File: src/rtl/keymatrix_pkg.sv
// Shared definitions for the C64 keyboard matrix: scancode constants, decoder
// state encoding, matrix key indices and the PS/2 set-2 to matrix mapping.
package keymatrix_pkg;

    localparam logic [7:0] SC_EXT    = 8'hE0;
    localparam logic [7:0] SC_BRK    = 8'hF0;
    localparam logic [7:0] SC_PAUSE  = 8'hE1;
    localparam logic [7:0] SC_BAT_OK = 8'hAA;
    localparam logic [7:0] SC_ACK    = 8'hFA;
    localparam logic [7:0] SC_ECHO   = 8'hEE;

    typedef enum logic [1:0] {
        ST_IDLE    = 2'd0,
        ST_EXT     = 2'd1,
        ST_BRK     = 2'd2,
        ST_EXT_BRK = 2'd3
    } dec_state_e;

    // Matrix index = column*8 + row, matching the CIA port A/B wiring.
    localparam logic [5:0] KEY_DEL     = 6'd0;
    localparam logic [5:0] KEY_RETURN  = 6'd1;
    localparam logic [5:0] KEY_CRSR_LR = 6'd2;
    localparam logic [5:0] KEY_F7      = 6'd3;
    localparam logic [5:0] KEY_F1      = 6'd4;
    localparam logic [5:0] KEY_F3      = 6'd5;
    localparam logic [5:0] KEY_F5      = 6'd6;
    localparam logic [5:0] KEY_CRSR_UD = 6'd7;
    localparam logic [5:0] KEY_3       = 6'd8;
    localparam logic [5:0] KEY_W       = 6'd9;
    localparam logic [5:0] KEY_A       = 6'd10;
    localparam logic [5:0] KEY_4       = 6'd11;
    localparam logic [5:0] KEY_Z       = 6'd12;
    localparam logic [5:0] KEY_S       = 6'd13;
    localparam logic [5:0] KEY_E       = 6'd14;
    localparam logic [5:0] KEY_LSHIFT  = 6'd15;
    localparam logic [5:0] KEY_RSHIFT  = 6'd52;
    localparam logic [5:0] KEY_SPACE   = 6'd60;

    typedef struct packed {
        logic       valid;
        logic [5:0] index;
        logic       restore;
    } key_map_t;

    function automatic key_map_t map_scancode(input logic [7:0] code, input logic ext);
        key_map_t m;
        m = '0;
        if (ext) begin
            case (code)
                8'h72:   begin m.valid = 1'b1; m.index = KEY_CRSR_UD; end
                8'h74:   begin m.valid = 1'b1; m.index = KEY_CRSR_LR; end
                8'h7D:   m.restore = 1'b1;
                default: m = '0;
            endcase
        end else begin
            m.valid = 1'b1;
            case (code)
                8'h1C:   m.index = KEY_A;
                8'h12:   m.index = KEY_LSHIFT;
                8'h59:   m.index = KEY_RSHIFT;
                8'h5A:   m.index = KEY_RETURN;
                8'h29:   m.index = KEY_SPACE;
                8'h66:   m.index = KEY_DEL;
                8'h05:   m.index = KEY_F1;
                8'h04:   m.index = KEY_F3;
                8'h03:   m.index = KEY_F5;
                8'h83:   m.index = KEY_F7;
                8'h26:   m.index = KEY_3;
                8'h25:   m.index = KEY_4;
                8'h1D:   m.index = KEY_W;
                8'h1A:   m.index = KEY_Z;
                8'h1B:   m.index = KEY_S;
                8'h24:   m.index = KEY_E;
                default: m = '0;
            endcase
        end
        return m;
    endfunction

endpackage

File: src/rtl/c64_keyboard_matrix_ps2_rx.sv
// PS/2 receiver: two-flop synchronizers, clock glitch filter, 11-bit frame
// capture with start/odd-parity/stop checks and a partial-frame timeout.
module ps2_rx #(
    parameter int TIMEOUT_CYCLES = 32768,
    parameter int FILTER_LEN     = 4
) (
    input  logic       clk,
    input  logic       rst_n,
    input  logic       i_ps2_clk,
    input  logic       i_ps2_data,
    output logic       o_byte_valid,
    output logic [7:0] o_byte,
    output logic       o_frame_err
);
    localparam int FW = $clog2(FILTER_LEN + 1);
    localparam int TW = $clog2(TIMEOUT_CYCLES + 1);

    logic [1:0]    clk_sync_q, clk_sync_d;
    logic [1:0]    data_sync_q, data_sync_d;
    logic          filt_clk_q, filt_clk_d;
    logic [FW-1:0] filt_cnt_q, filt_cnt_d;
    logic [3:0]    bit_cnt_q, bit_cnt_d;
    logic [9:0]    frame_q, frame_d;
    logic [TW-1:0] to_cnt_q, to_cnt_d;
    logic [7:0]    byte_q, byte_d;
    logic          valid_q, valid_d;
    logic          err_q, err_d;
    logic          fall;
    logic          frame_ok;

    always_comb begin
        clk_sync_d  = {clk_sync_q[0], i_ps2_clk};
        data_sync_d = {data_sync_q[0], i_ps2_data};
        filt_clk_d  = filt_clk_q;
        filt_cnt_d  = '0;
        bit_cnt_d   = bit_cnt_q;
        frame_d     = frame_q;
        to_cnt_d    = to_cnt_q;
        byte_d      = byte_q;
        valid_d     = 1'b0;
        err_d       = 1'b0;
        frame_ok    = 1'b0;

        // Level flips only after FILTER_LEN consecutive samples disagree with it.
        if (clk_sync_q[1] != filt_clk_q) begin
            if (filt_cnt_q == FW'(FILTER_LEN - 1)) begin
                filt_clk_d = clk_sync_q[1];
            end else begin
                filt_cnt_d = filt_cnt_q + 1'b1;
            end
        end
        fall = filt_clk_q & ~filt_clk_d;

        if (fall) begin
            to_cnt_d = '0;
            if (bit_cnt_q == 4'd10) begin
                // frame_q: [0]=start, [8:1]=data, [9]=parity; current sample is stop.
                frame_ok  = ~frame_q[0] & (^frame_q[9:1]) & data_sync_q[1];
                valid_d   = frame_ok;
                err_d     = ~frame_ok;
                if (frame_ok) byte_d = frame_q[8:1];
                bit_cnt_d = '0;
            end else begin
                frame_d   = {data_sync_q[1], frame_q[9:1]};
                bit_cnt_d = bit_cnt_q + 1'b1;
            end
        end else if (bit_cnt_q != 4'd0) begin
            if (to_cnt_q == TW'(TIMEOUT_CYCLES)) begin
                bit_cnt_d = '0;
                to_cnt_d  = '0;
            end else begin
                to_cnt_d = to_cnt_q + 1'b1;
            end
        end
    end

    always_ff @(posedge clk or negedge rst_n) begin
        if (!rst_n) begin
            clk_sync_q  <= 2'b11;
            data_sync_q <= 2'b11;
            filt_clk_q  <= 1'b1;
            filt_cnt_q  <= '0;
            bit_cnt_q   <= '0;
            frame_q     <= '0;
            to_cnt_q    <= '0;
            byte_q      <= '0;
            valid_q     <= 1'b0;
            err_q       <= 1'b0;
        end else begin
            clk_sync_q  <= clk_sync_d;
            data_sync_q <= data_sync_d;
            filt_clk_q  <= filt_clk_d;
            filt_cnt_q  <= filt_cnt_d;
            bit_cnt_q   <= bit_cnt_d;
            frame_q     <= frame_d;
            to_cnt_q    <= to_cnt_d;
            byte_q      <= byte_d;
            valid_q     <= valid_d;
            err_q       <= err_d;
        end
    end

    assign o_byte_valid = valid_q;
    assign o_byte       = byte_q;
    assign o_frame_err  = err_q;

endmodule

File: src/rtl/c64_keyboard_matrix.sv
// PS/2 set-2 keyboard to C64 8x8 key matrix, feeding CIA#1 port B.
// Optional direct key injection port is enabled by defining KEYMATRIX_INJECT_EN.
module c64_keyboard_matrix
    import keymatrix_pkg::*;
#(
    parameter int TIMEOUT_CYCLES = 32768,
    parameter int FILTER_LEN     = 4
) (
    input  logic       clk,
    input  logic       rst_n,
    input  logic       i_ps2_clk,
    input  logic       i_ps2_data,
    input  logic [7:0] i_pa,
    output logic [7:0] o_pb,
    output logic       o_restore,
`ifdef KEYMATRIX_INJECT_EN
    input  logic       i_inj_valid,
    input  logic [6:0] i_inj_key,
    output logic       o_inj_ready,
`endif
    output logic       o_frame_err
);
    logic       rx_valid;
    logic [7:0] rx_byte;

    dec_state_e state_q, state_d;
    logic [63:0] key_q, key_d;
    logic        restore_q, restore_d;
    logic        is_make;
    logic        apply;
    key_map_t    map;

    ps2_rx #(
        .TIMEOUT_CYCLES(TIMEOUT_CYCLES),
        .FILTER_LEN    (FILTER_LEN)
    ) u_rx (
        .clk         (clk),
        .rst_n       (rst_n),
        .i_ps2_clk   (i_ps2_clk),
        .i_ps2_data  (i_ps2_data),
        .o_byte_valid(rx_valid),
        .o_byte      (rx_byte),
        .o_frame_err (o_frame_err)
    );

    always_comb begin
        state_d   = state_q;
        key_d     = key_q;
        restore_d = restore_q;
        is_make   = 1'b1;
        apply     = 1'b0;
        map       = map_scancode(rx_byte, (state_q == ST_EXT) || (state_q == ST_EXT_BRK));

        if (rx_valid && !(rx_byte == SC_PAUSE || rx_byte == SC_BAT_OK ||
                          rx_byte == SC_ACK   || rx_byte == SC_ECHO)) begin
            case (state_q)
                ST_IDLE: begin
                    if (rx_byte == SC_EXT)      state_d = ST_EXT;
                    else if (rx_byte == SC_BRK) state_d = ST_BRK;
                    else                        apply   = 1'b1;
                end
                ST_EXT: begin
                    if (rx_byte == SC_BRK) begin
                        state_d = ST_EXT_BRK;
                    end else begin
                        apply   = 1'b1;
                        state_d = ST_IDLE;
                    end
                end
                ST_BRK, ST_EXT_BRK: begin
                    is_make = 1'b0;
                    apply   = 1'b1;
                    state_d = ST_IDLE;
                end
                default: state_d = ST_IDLE;
            endcase
        end

        if (apply) begin
            if (map.restore)    restore_d          = is_make;
            else if (map.valid) key_d[map.index]   = is_make;
        end

`ifdef KEYMATRIX_INJECT_EN
        // Inject handshake: a transfer happens on a cycle with i_inj_valid and
        // o_inj_ready both high; the requester holds valid and data until then.
        if (i_inj_valid && o_inj_ready) key_d[i_inj_key[5:0]] = i_inj_key[6];
`endif
    end

`ifdef KEYMATRIX_INJECT_EN
    // A decoded PS/2 byte owns the key state this cycle.
    assign o_inj_ready = ~rx_valid;
`endif

    always_ff @(posedge clk or negedge rst_n) begin
        if (!rst_n) begin
            state_q   <= ST_IDLE;
            key_q     <= '0;
            restore_q <= 1'b0;
        end else begin
            state_q   <= state_d;
            key_q     <= key_d;
            restore_q <= restore_d;
        end
    end

    always_comb begin
        o_pb = 8'hFF;
        for (int r = 0; r < 8; r++) begin
            for (int c = 0; c < 8; c++) begin
                if (key_q[c*8 + r] && !i_pa[c]) o_pb[r] = 1'b0;
            end
        end
    end

    assign o_restore = restore_q;

endmodule

File: config.mk
export PLATFORM = sky130hd
export DESIGN_NAME = c64_keyboard_matrix
export DESIGN_NICKNAME = d
export VERILOG_FILES = /design/src/rtl/keymatrix_pkg.sv /design/src/rtl/c64_keyboard_matrix_ps2_rx.sv /design/src/rtl/c64_keyboard_matrix.sv
export SDC_FILE = /design/constraint.sdc
export NUM_CORES = 1
export LEC_CHECK = 0
export BUFFER_PORTS_ARGS = -buffer_cell sky130_fd_sc_hd__buf_4
export CAP_MARGIN = 20
export CORE_ASPECT_RATIO = 0.75
export CORE_MARGIN = 3
export CORE_UTILIZATION = 42
export DETAILED_ROUTE_END_ITERATION = 10
export PLACE_DENSITY = 0.55
export SKIP_LAST_GASP = 1
export SLEW_MARGIN = 30
export SYNTH_ARGS = -nofsm -noshare
export SYNTH_HDL_FRONTEND = slang
export SYNTH_HIERARCHICAL = 1
export SYNTH_SLANG_ARGS = --single-unit
export TNS_END_PERCENT = 50
File: constraint.sdc
create_clock -name clk -period 2.8 [get_ports clk]
set_input_delay 0.42 -clock clk [delete_from_list [all_inputs] [get_ports clk]]
set_output_delay 0.42 -clock clk [all_outputs]
set_load 0.05 [all_outputs]
* Yosys cells after proc, flatten, opt, wreduce, memory -nomap -nowiden *
Cells that the tools add are included.

word-level totals
  flip-flop bits (word level) = 115
  latch bits = 0
  RAM bits = 0
  ROM bits = 0
  input bits = 12
  output and inout bits = 10
  word-level logic and storage cells = 248
  memories kept = 0

cells by class
  add/sub/neg operators = 3
  multipliers = 0
  div/mod/pow operators = 0
  order comparisons = 2
  eq/ne operators = 33
  shift operators = 0
  mux-type cells = 97
  bitwise operators = 8
  reduce and logical (&&, ||, !) cells = 92

operators with widths
  cell                   count
  $pmux 6 s15            1
  $mux 1                 78
  $logic_and 1x1->1      66
  $bwmux 64              1
  $eq 8x8->1 const B     7
  $eq 8x7->1 const B     6
  $mux 16                3
  $eq 8x5->1 const B     5
  $eq 8x6->1 const B     4
  $add 16x1->16 const B  1
  $eq 16x16->1 const B   1
  $eq 8x3->1 const B     2
  $mux 4                 4
  $reduce_or 16->1       1
  $pmux 7 s2             1
  $logic_not 1->1        9
  $reduce_xor 9->1       1
  $eq 8x2->1 const B     1
  $mux 8                 1
  $reduce_and 2->1       4
  $lt 6x7->1 const B     1
  $demux 1 s6            1
  $ge 6x1->1 const B     1
  $mux 2                 3
  other kinds (19)       32

* Logic depth before layout (Yosys ltp) *
Gate-level depths: netlist of the first run.

  depth in word-level cells = 10
  depth in mapped cells = 8

* By module *
The synthesis of the first run kept the hierarchy.

modules (own cells, without submodules)
  module               times used  cells each  area an instance (um2)  sequential area each (um2)
  ps2_rx               1           190         2,273.4                 1,207.4
  c64_keyboard_matrix  1           236         2,224.6                 875.8

* Worst setup path before layout of the first run *
No wires, ideal clock.

  kind = register -> register
  from = register u_rx.byte_q[2], in the netlist u_rx/o_byte[2]
  to = register key_q[14]
  data arrival time = 2.364 ns
  required time = 2.675 ns
  slack = 0.311 ns
  stages on the path, launching flop included = 9
  clock period less this slack = 2.489 ns
  path through = dfrtp_1 > buf_6 > xor2_1 > and3_1 > o21a_1 > o41ai_4 > nand4_2 > or4_1 > mux2_4

on the way
  longest elaborated chain between the ends = 8
  elaborated cells between the ends (all ways) = 49
  classes of those cells = order compare: 2; eq/ne: 25; mux: 13; bitwise: 1; reduce/logical: 8

ends and longest elaborated chain
  what                                                                               line                                                  source
  start, declared                                                                    c64_keyboard_matrix_ps2_rx.sv:25                      logic [7:0] byte_q, byte_d;
  start signal, assigned                                                             c64_keyboard_matrix_ps2_rx.sv:97                      byte_q <= byte_d;
  $eq 8x6->1, or another cell as far along                                           keymatrix_pkg.sv:57                                   case (code)
  $pmux 6 s15, or another cell as far along                                          keymatrix_pkg.sv:57
  $mux 8 / $logic_or 1x1->1 (equally long branches)                                  keymatrix_pkg.sv:48, c64_keyboard_matrix.sv:54
  $lt 6x7->1 (implied by the code), or another cell as far along                     c64_keyboard_matrix.sv:81                             else if (map.valid) key_d[map.index] = is_make;
  $logic_and 1x1->1 (implied by the code) / $logic_not 1->1 (equally long branches)  c64_keyboard_matrix.sv:81, c64_keyboard_matrix.sv:54
  $mux 1 (implied by the code) / $logic_and 1x1->1 (equally long branches)           c64_keyboard_matrix.sv:81, c64_keyboard_matrix.sv:54
  $demux 1 s6 / $mux 1 (equally long branches)                                       c64_keyboard_matrix.sv:81, c64_keyboard_matrix.sv:54
  $bwmux 64 / $reduce_and 3->1 (equally long branches)                               n/a
  end signal, assigned                                                               c64_keyboard_matrix.sv:103                            key_q <= key_d;
  end, declared                                                                      c64_keyboard_matrix.sv:27                             logic [63:0] key_q, key_d;

Several ways; a longest one is shown, not always the timed one.
A chain may end at the register's enable or synchronous reset.

* Worst setup path after layout of the first run *
  from = register u_rx.byte_q[7], in the netlist u_rx/o_byte[7]
  to = register key_q[5]

Same word-level chain as after synthesis.

==> metrics.md, run 1 <==
| Metric | Value |
|---|---|
| GRT Util Overall | 0.174 |
| Largest cells by area after synthesis | dfrtp_1, mux2_2, dfstp_2 |
| Initial Util | 0.434 |
| Number of synthesized flops with an enable pin | 0 |
| Setup TNS | 0 ns |
| Root Buffer | clkbuf_16 |
| Post-CTS Resized | 0 |
| Fraction of power consumed by sequential logic | 0.444 |
| Largest net degree at the start of global routing | 44 |
| Cts hold-fix bufs | 0 |
| Critical Path Source | u_rx/o_byte[7] |
| Status | complete, no violations |
| Final Hold Viols | 0 |
| Total CTS buffers | 9 |
| DP Cell Count | roughly 580 |
| Deepest clock path buffer count | 2 |
| Placer congestion estimate | 0.850 |
| Setup crit end kind | flop |
| Initial antenna violation count | 0 |
| Metal3 WL | roughly 370 um |
| Leak pwr | ~0.0023 uW |
| Max-Cap Viols | 0 |
| Int Pwr | between 2000 and 2500 uW |
| N_diodes | 0 |
| Post CTS Setup Buffer Count | 0 |
| Average cell area after synthesis | ~11 um2 |
| Final WL | 9.73 mm |
| P&R area growth vs syn | 16.9% |
| Yosys reg bits | 83 |
| Clock slew at reported path FFs | around 0.06 ns |
| Core ar. | a little over 10000 um2 |
| Cell Area, Synth | between 4000 and 5000 um2 |
| Vias/cell | approximately 5.6 |
| Slew headroom | 0.574 |
| Fin. max-slew vios | 0 |
| Asr flop ratio synth | 1.00 |
| Vias | 3313 |
| Simple-Gate Fraction of Synth Area | 0.198 |
| Worst skew pair latency | between 0.3 and 0.4 ns |
| Final #Nets | between 400 and 500 |
| Initial DRC count | ~230 |
| Synth Area in XOR/XNOR | 0.0362 |
| IO Port Bufs | 17 |
| Hold Path Class | input pin to asynchronous set/reset pin |
| Start of the worst register-to-register path | u_rx/o_byte[7] |
| Setup-failing EPs final | 0 |
| DR WL/cell | between 15 and 20 um |
| Post-Synthesis Cells | between 400 and 500 |
| Worst setup path class | flop to flop |
| Yosys top cell area share | 0.434 |
| Clock sink count | slightly above 80 |
| VDD IR-drop max | between 0.0003 and 0.0004 V |
| Fmax | approximately 380 MHz |
| Global-route wire length before repair | 16.6 mm |
| Main combinational cell family by area after synthesis | simple AND/OR/NAND/NOR gates |
| Post-route antenna net violation count | 0 |
| Pwr Density | 576 nW/um2 |
| Ys flop type | dfrtp_1 |
| Vias in the first global route | roughly 3.2k |
| CP Launch Type | flop |
| Filler Cell Count | ~940 |
| Top sig layer | met4 |
| Ports | 22 |
| Switching power | 745 uW |
| Area of the multi-input gates | approximately 2200 um2 |
| Die footprint | approximately 12000 um2 |
| TritonCTS clock tree | built |
| Cell row count | 32 |
| Met1 Wirelength | between 5 and 6 mm |
| Die height | 95.6 um |
| Clock power frac | 0.432 |
| GR Overflow Total | 0 |
| Switching fraction of total power | 0.246 |
| Yosys warnings | 6 |
| DIE WIDTH | ~130 um |
| Post-synthesis compound-gate area fraction | 0.154 |
| Post-DP HPWL | a little over 7 mm |
| H-tree depth | 3 |
| RSZ-0062 raised after global routing | false |
| Share of layout cells above drive strength 1 | 0.268 |
| Logic gate share of total power | 0.125 |
| Most frequent cell after synthesis | dfrtp_1 |
| Reg area | 2090 um2 |
| Unique cell type count in the Yosys netlist | 74 |
| Mux cell area share after synthesis | 0.0759 |
| CP Data Arrival Time | 2.88 ns |
| Crit path required time | ~3.0 ns |
| Finished Layout Cells | ~600 |
| Synth top cells by count | dfrtp_1, inv_1, mux2_2 |
| Actual slew at the worst max-slew pin | ~0.64 ns |
| DR WL met2 | 3.74 mm |
| Fin crit share | 0.951 |
| Dominant cell type by area after synthesis | dfrtp_1 |
| Crit path max fanout | 10 |
| # DRC | 0 |
| Skew final | around 0.0075 ns |
| Seq/Total Area, Yosys | 0.463 |
| Syn_nets | about 440 |
| Min cycle time layout | approximately 2.7 ns |
| Synth Area in Adders | 0.0167 |
| Number of detailed-route iterations in the first pass | 4 |
==> path summary, 6_finish.rpt <==
kind | end | slack [ns] | cells past startpoint
max | key_q[5] | 0.14 | 7
max reg2reg | key_q[5] | 0.14 | 7
min | u_rx/to_cnt_q[6] | 0.06 | 1
max in group asynchronous | key_q[15] | 2.12 | 2
min in group clk | u_rx/data_sync_q[0] | 0.19 | 1
min reg2reg | u_rx/data_sync_q[1] | 0.35 | 0
==> stage by stage <==
step	cell area, um2	setup slack (ns)	hold slack, ns	utilization	total power, uW
floorplan	4500	0.311	0.124	-	1640
CTS	5240	0.101	0.0755	0.505	3080
finish	5260	0.137	0.0629	0.507	3030
global route	5260	0.0108	0.0872	0.507	3180
detailed placement	4900	0.121	0.347	0.473	1750
global placement	4900	0.120	0.346	0.473	1730
==> logic make-up (layout without fill, tap and decap cells) <==
| kind of cell | count (synthesis) | in the layout |
|---|---|---|
| AOI/OAI and AO/OA | 96 | 96 |
| xor gates and xnor gates | 15 | 15 |
| adders and majority gates | 6 | 6 |
| buffers and inverters | 59 | 92 |
| DFF | 83 | 83 |
| muxes | 29 | 29 |
| and+or+nand+nor | 138 | 138 |
==> per-layer routing <==
| layer | vias up | track usage |
|---|---|---|
| li1 | 1629 | - |
| met3 | 10 | 0.0398 |
| met2 | 55 | 0.230 |
| met1 | 1619 | 0.273 |
| met5 | - | 0 |
| met4 | 0 | 0.0650 |
==> registers in the layout, indices dropped and copies added (netlist names) <==
| register | cells |
|---|---|
| key_q | 32 |
| o_restore | 1 |
| state_q | 2 |
| u_rx/bit_cnt_q | 4 |
| u_rx/clk_sync_q | 2 |
| u_rx/data_sync_q | 2 |
| u_rx/filt_clk_q | 1 |
| u_rx/filt_cnt_q | 3 |
| u_rx/frame_q | 10 |
| u_rx/o_byte | 8 |
| u_rx/o_byte_valid | 1 |
| u_rx/o_frame_err | 1 |
| u_rx/to_cnt_q | 16 |
==> placed cells by master, fill, tap and decap left out, types with 7 or more instances in the layout <==
| cell | count |
|---|---|
| dfrtp_1 | 72 |
| buf_4 | 47 |
| inv_1 | 28 |
| mux2_2 | 24 |
| nand2_1 | 23 |
| o21ai_0 | 19 |
| a21oi_1 | 18 |
| nand3_1 | 14 |
| nor3_1 | 10 |
| or3_1 | 10 |
| nor2_1 | 9 |
| xor2_1 | 9 |
| clkbuf_16 | 9 |
| a221oi_1 | 8 |
| nor2b_1 | 8 |
| nand4_1 | 8 |
| o22ai_1 | 7 |
| nand2b_1 | 7 |
==> layout make-up <==
cell class,count,area share
multi-input combinational,284,0.415
clock inverter,5,0.0159
sequential,83,0.398
tap,136,0.0324
clock buffer,11,0.0481
inverter,28,0.0200
timing repair buffer,48,0.0709
==> critical path, stage by stage (launching register included) <==
cell,delay (ns)
dfrtp_2,0.49
buf_4,0.18
nor4b_4,0.36
o21ai_1,0.14
o21ai_1,0.31
nor4_1,0.15
or4_1,0.58
mux2_1,0.33
==> power groups by stage <==
| stage | Combinational (uW) | Sequential [uW] | Clock [uW] |
|---|---|---|---|
| global route | 432 | 1360 | 1400 |
| detailed placement | 381 | 1370 | 0 |
| floorplan | 288 | 1350 | 0 |
| CTS | 384 | 1340 | 1350 |
| global placement | 373 | 1360 | 0 |
| finish | 378 | 1340 | 1310 |
No activity file was read; power rests on OpenSTA's default activity.
==> inputs of run 2 (changes only) <==
==> constraint.sdc (replaced) <==
create_clock -name clk -period 2.85 [get_ports clk]
set_input_delay 0.4275 -clock clk [delete_from_list [all_inputs] [get_ports clk]]
set_output_delay 0.4275 -clock clk [all_outputs]
set_load 0.05 [all_outputs]
==> run 2 against run 1 <==
Sequential share of layout area increased by 0.51 points; wire length is 0.45% lower; clock power shrank 4%; combinational power fell by 2%; first-iteration DRC count fell by 26%; critical endpoint unchanged; largest cell class unchanged; highest routed layer unchanged.
==> metrics.md, run 2 (same netlist as run 1, synthesis figures left out) <==
| Metric | Value |
|---|---|
| Logic gate share of total power | 0.126 |
| Crit path required time | 3.06 ns |
| IO Port Bufs | 17 |
| Status | complete, no violations |
| Clock sink count | 83 |
| RSZ-0062 raised after global routing | false |
| Deepest clock path buffer count | 2 |
| Biggest regs | key_q: 32 flops, u_rx/to_cnt_q: 16 flops, u_rx/frame_q: 10 flops |
| # DRC | 0 |
| TritonCTS clock tree | built |
| GRT Util Overall | 0.169 |
| Core ar. | roughly 10000 um2 |
| Initial Util | 0.434 |
| Setup crit end kind | flop |
| Setup-failing EPs final | 0 |
| Final instance area | around 5200 um2 |
| Crit path max fanout | 7 |
| VDD IR-drop max | 0.000346 V |
| Share of layout cells above drive strength 1 | 0.258 |
| P&R area growth vs syn | 15.3% |
| Slowest-stage cell, CP | or4_1 |
| CP top delay family | simple AND/OR/NAND/NOR gates |
| Filler Cell Count | 956 |
| Int Pwr | about 2200 uW |
| Fmax | ~370 MHz |
| Initial DRC count | between 150 and 200 |
| Post-DP HPWL | 7.10 mm |
| Pwr Density | between 500 and 600 nW/um2 |
| Worst setup path class | flop to flop |
| N_diodes | 0 |
| Max FFs per register | 32 |
| CP Launch Type | flop |
| Setup TNS | 0 ns |
| Switching fraction of total power | 0.256 |
| Number of detailed-route iterations in the first pass | 4 |
| GR Overflow Total | 0 |
| Max-Cap Viols | 0 |
| Final hold slack | roughly 0.12 ns |
| Vias/cell | approximately 5.5 |
| Post-DP Area | about 4800 um2 |
| CP Data Arrival Time | roughly 2.9 ns |
| Actual slew at the worst max-slew pin | roughly 0.66 ns |
| CP peak stage delay | about 0.55 ns |
| Die height | 95.6 um |
| Total CTS buffers | 9 |
| Ports | 22 |
| DIE WIDTH | 125 um |
| Slew headroom | 0.561 |
| Fin crit share | 0.943 |
| Die footprint | approximately 12000 um2 |
| Min cycle time layout | between 2 and 3 ns |
| H-tree depth | 3 |
| CP Cell Sequence | nand2b_2, or4_1, nand4_1, o21ai_1, o21bai_2, or4_1, mux2_1 |
| Clock power frac | 0.427 |
| Vias in the first global route | a little over 3k |
| Vias | about 3.2k |
| Fraction of power consumed by sequential logic | 0.447 |
| Fin. max-slew vios | 0 |
| Global-route wire length before repair | 16.1 mm |
| Switching power | about 750 uW |
| Clock slew at reported path FFs | about 0.060 ns |
| Final Hold Viols | 0 |
| Largest net degree at the start of global routing | 52 |
| Final #Nets | between 400 and 500 |
| Crit path buffers/inverters | 0 |
| Commonest non-fill, non-tap cells in the layout | dfrtp_1, buf_4, inv_1 |
| Cell row count | 32 |
| Post-route antenna net violation count | 0 |
| Worst skew pair latency | approximately 0.33 ns |
| Cts hold-fix bufs | 0 |
| Final WL | slightly below 10 mm |
| Root Buffer | clkbuf_16 |
| Placer congestion estimate | approximately 0.9 |
| Cell mode on critical path | or4_1 |
| Biggest register | key_q |
| DR WL/cell | between 15 and 20 um |
| Initial antenna violation count | 0 |
| Skew final | a little under 0.005 ns |
| Hold Path Class | input pin to asynchronous set/reset pin |
| Commonest non-fill, non-tap cell in the layout | dfrtp_1 |
| Leak pwr | about 0.0023 uW |
-- run 2: per-stage QoR --
| step | power, uW | util | worst slack [ns] | instances |
|---|---|---|---|---|
| 5_1_grt | 3100 | 0.500 | 0.00729 | 589 |
| 2_1_floorplan | 1610 | - | 0.361 | 426 |
| 3_5_place_dp | 1710 | 0.466 | 0.121 | 571 |
| 3_3_place_gp | 1700 | 0.466 | 0.132 | 571 |
| 6_report | 2950 | 0.500 | 0.162 | 589 |
| 4_1_cts | 2990 | 0.497 | 0.0890 | 587 |
-- run 2: final cells by class --
| type | instances | area [um2] | area share |
|---|---|---|---|
| repair buffers | 42 | 315 | 0.0608 |
| multi-input cells | 284 | 2180 | 0.421 |
| inverters | 28 | 105 | 0.0203 |
| clock buffers | 9 | 225 | 0.0434 |
| clock inverters | 7 | 98.8 | 0.0191 |
| well taps | 136 | 170 | 0.0328 |
| flip-flops and latches | 83 | 2090 | 0.403 |
-- run 2: path summary, 6_finish.rpt --
kind | from | end | slack [ns] | cells after the start
max | u_rx/o_byte[2] | key_q[5] | 0.16 | 7
max reg2reg | u_rx/o_byte[2] | key_q[5] | 0.16 | 7
min reg2reg | u_rx/data_sync_q[0] | u_rx/data_sync_q[1] | 0.36 | 0
min in group clk | i_ps2_clk | u_rx/clk_sync_q[0] | 0.20 | 1
min | rst_n | u_rx/to_cnt_q[6] | 0.12 | 1
max in group asynchronous | rst_n | u_rx/filt_clk_q | 1.96 | 2
-- run 2: repair_timing --
item                                    in CTS  in global routing
endpoints found under the setup margin       0                  4
gates resized for setup                      0                  9
buffers inserted                             0                  2
-- run 2: metal layers --
layer  vias to the layer above  GRT usage  share of wire
li1                       1613          -              -
met1                      1574      0.264           0.55
met2                        34      0.228           0.41
met3                         4     0.0398          0.034
met4                         0     0.0451         0.0045
met5                         -          0              0
-- run 2: power by group through the flow --
stage          registers [uW]  logic [uW]  clock network [uW]
6_report                 1320         372                1260
5_1_grt                  1330         422                1340
4_1_cts                  1320         376                1290
3_5_place_dp             1340         375                   0
3_3_place_gp             1340         361                   0
2_1_floorplan            1330         282                   0
==> inputs of run 3 (changes only) <==
--- a/config.mk
+++ b/config.mk
@@ -10,6 +10,7 @@
 export CORE_ASPECT_RATIO = 0.75
 export CORE_MARGIN = 3
 export CORE_UTILIZATION = 42
+export CTS_BUF_LIST = sky130_fd_sc_hd__clkbuf_16
 export DETAILED_ROUTE_END_ITERATION = 10
 export PLACE_DENSITY = 0.55
 export SKIP_LAST_GASP = 1
==> constraint.sdc (replaced) <==
create_clock -name clk -period 2.85 [get_ports clk]
set_input_delay 0.57 -clock clk [delete_from_list [all_inputs] [get_ports clk]]
set_output_delay 0.57 -clock clk [all_outputs]
set_load 0.05 [all_outputs]
==> run 3 against run 2 <==
Count of clock-buffer cells in the layout stayed put; worst hold slack gained 0.16 ns; first-iteration DRC count is 29% higher; critical endpoint is now key_q[4]; sequential share of layout area grew 0.70 points; global-route usage fell by 0.43 points; wire length down 5.8%; highest routed layer unchanged; clock power down 18%; cell count fell by 0.51%; final area decreased by 1.9%; largest power group unchanged; die area did not move.
==> metrics.md, run 3 (same netlist as run 1, synthesis figures left out) <==
| Metric | Value |
|---|---|
| Status | complete, no violations |
| P&R area growth vs syn | 13.2% |
| Clock sink count | 83 |
| Clock slew at reported path FFs | 0.06 ns |
| Final Hold Viols | 0 |
| VDD IR-drop max | approximately 0.00045 V |
| Actual slew at the worst max-slew pin | between 0.7 and 0.8 ns |
| Initial DRC count | around 220 |
| DIE WIDTH | between 100 and 150 um |
| Skew final | roughly 0.0034 ns |
| Post-DP Area | 4830 um2 |
| Worst skew pair latency | ~0.33 ns |
| Global-route wire length before repair | 15.9 mm |
| Vias/cell | roughly 5.6 |
| Largest net degree at the start of global routing | just over 80 |
| RSZ-0062 raised after global routing | true |
| Initial Util | 0.434 |
| DP Cell Count | 570 |
| Final instance area | approximately 5100 um2 |
| Finished Core Util | 0.491 |
| TritonCTS clock tree | built |
| Crit path max fanout | 9 |
| Cell row count | 32 |
| Post-route antenna net violation count | 0 |
| N_diodes | 0 |
| Total CTS buffers | 9 |
| Initial antenna violation count | 0 |
| Cts hold-fix bufs | 0 |
| Finished Layout Cells | 586 |
| Post-CTS Resized | 0 |
| Vias | 3256 |
| DR WL/cell | 15.6 um |
| # DRC | 0 |
| Die height | about 96 um |
| Fin crit share | 0.941 |
| Setup crit end kind | flop |
| Hold Path Class | input pin to asynchronous set/reset pin |
| GRT Util Overall | 0.164 |
| GR Overflow Total | 0 |
| Max-Cap Viols | 0 |
| Die footprint | between 10000 and 15000 um2 |
| Deepest clock path buffer count | 2 |
| Vias in the first global route | about 3.2k |
| Ports | 22 |
| CP Launch Type | flop |
| Setup TNS | 0 ns |
| Final #Nets | roughly 460 |
| Leak pwr | around 0.0022 uW |
| Placer congestion estimate | just over 0.8 |
| Worst setup path class | flop to flop |
| Min cycle time layout | about 2.7 ns |
| Post-DP HPWL | approximately 6.5 mm |
| Post CTS Setup Buffer Count | 0 |
| Root Buffer | clkbuf_16 |
| Slew headroom | 0.513 |
| Share of layout cells above drive strength 1 | 0.233 |
| Setup-failing EPs final | 0 |
| Pwr Density | between 500 and 600 nW/um2 |
| Fin. max-slew vios | 0 |
| Max FFs per register | 32 |
| IO Port Bufs | 17 |
| Biggest regs | key_q: 32 flops, u_rx/to_cnt_q: 16 flops, u_rx/frame_q: 10 flops |
| CP Data Arrival Time | ~2.9 ns |
| Commonest non-fill, non-tap cell in the layout | dfrtp_1 |
| Number of detailed-route iterations in the first pass | 4 |
| Core ar. | a little over 10000 um2 |
| H-tree depth | 3 |
| Commonest non-fill, non-tap cells in the layout | dfrtp_1, buf_4, inv_1 |
| Crit path required time | slightly above 3 ns |
| Biggest register | key_q |
| Final WL | between 9 and 10 mm |
| Fmax | around 370 MHz |
==> run 3: changes by cell type in the layout (fill, tap and decap cells not counted), sizes merged <==
cell,previous run,this run
clkinvlp,1,2
buf,42,39
bufinv,2,0
inv,30,29
clkinv,2,4
==> run 3: area by class of cell <==
class                   instances  area, um2
well taps                     136        170
flip-flops and latches         83       2090
fillers                       956       5280
multi-input cells             284       2170
clock buffers                   9        225
repair buffers                 39        297
clock inverters                 7       36.3
inverters                      28        105
==> run 3: metal layers <==
layer,wire [um],vias to the layer above,global-route usage
met5,0,-,0
met4,119,0,0.0487
met3,330,12,0.0414
met2,3710,54,0.231
met1,4960,1580,0.247
li1,-,1610,-
==> run 3: stage by stage <==
stage               worst slack, ns  total power [uW]  hold slack, ns
global placement              0.183              1700           0.345
global route              -0.000718              2860           0.321
floorplan                     0.184              1610           0.274
detailed placement            0.182              1710           0.347
finish                        0.168              2710           0.279
CTS                           0.155              2750           0.311
==> run 3: worst max-delay path, stage by stage (launching register included) <==
cell and delay [ns]:
dfrtp_1 0.51, nand4bb_1 0.30, or3_1 0.42, a21oi_2 0.31
nor4_1 0.14, or4_1 0.55, mux2_1 0.33
==> run 3: path summary, 6_finish.rpt <==
path / from / to / slack, ns / depth (start not counted)
max: u_rx/o_byte[7] / key_q[4] / 0.17 / 6
max reg2reg: u_rx/o_byte[7] / key_q[4] / 0.17 / 6
min in group clk: i_ps2_clk / u_rx/clk_sync_q[0] / 0.34 / 1
max in group asynchronous: rst_n / u_rx/clk_sync_q[1] / 1.92 / 2
min: rst_n / u_rx/to_cnt_q[7] / 0.28 / 1
min reg2reg: u_rx/data_sync_q[0] / u_rx/data_sync_q[1] / 0.35 / 0
==> run 3: power by group <==
group	total (uW)	switching (uW)	internal, uW
Clock	1030	449	577
Combinational	363	197	166
Sequential	1320	60.1	1260
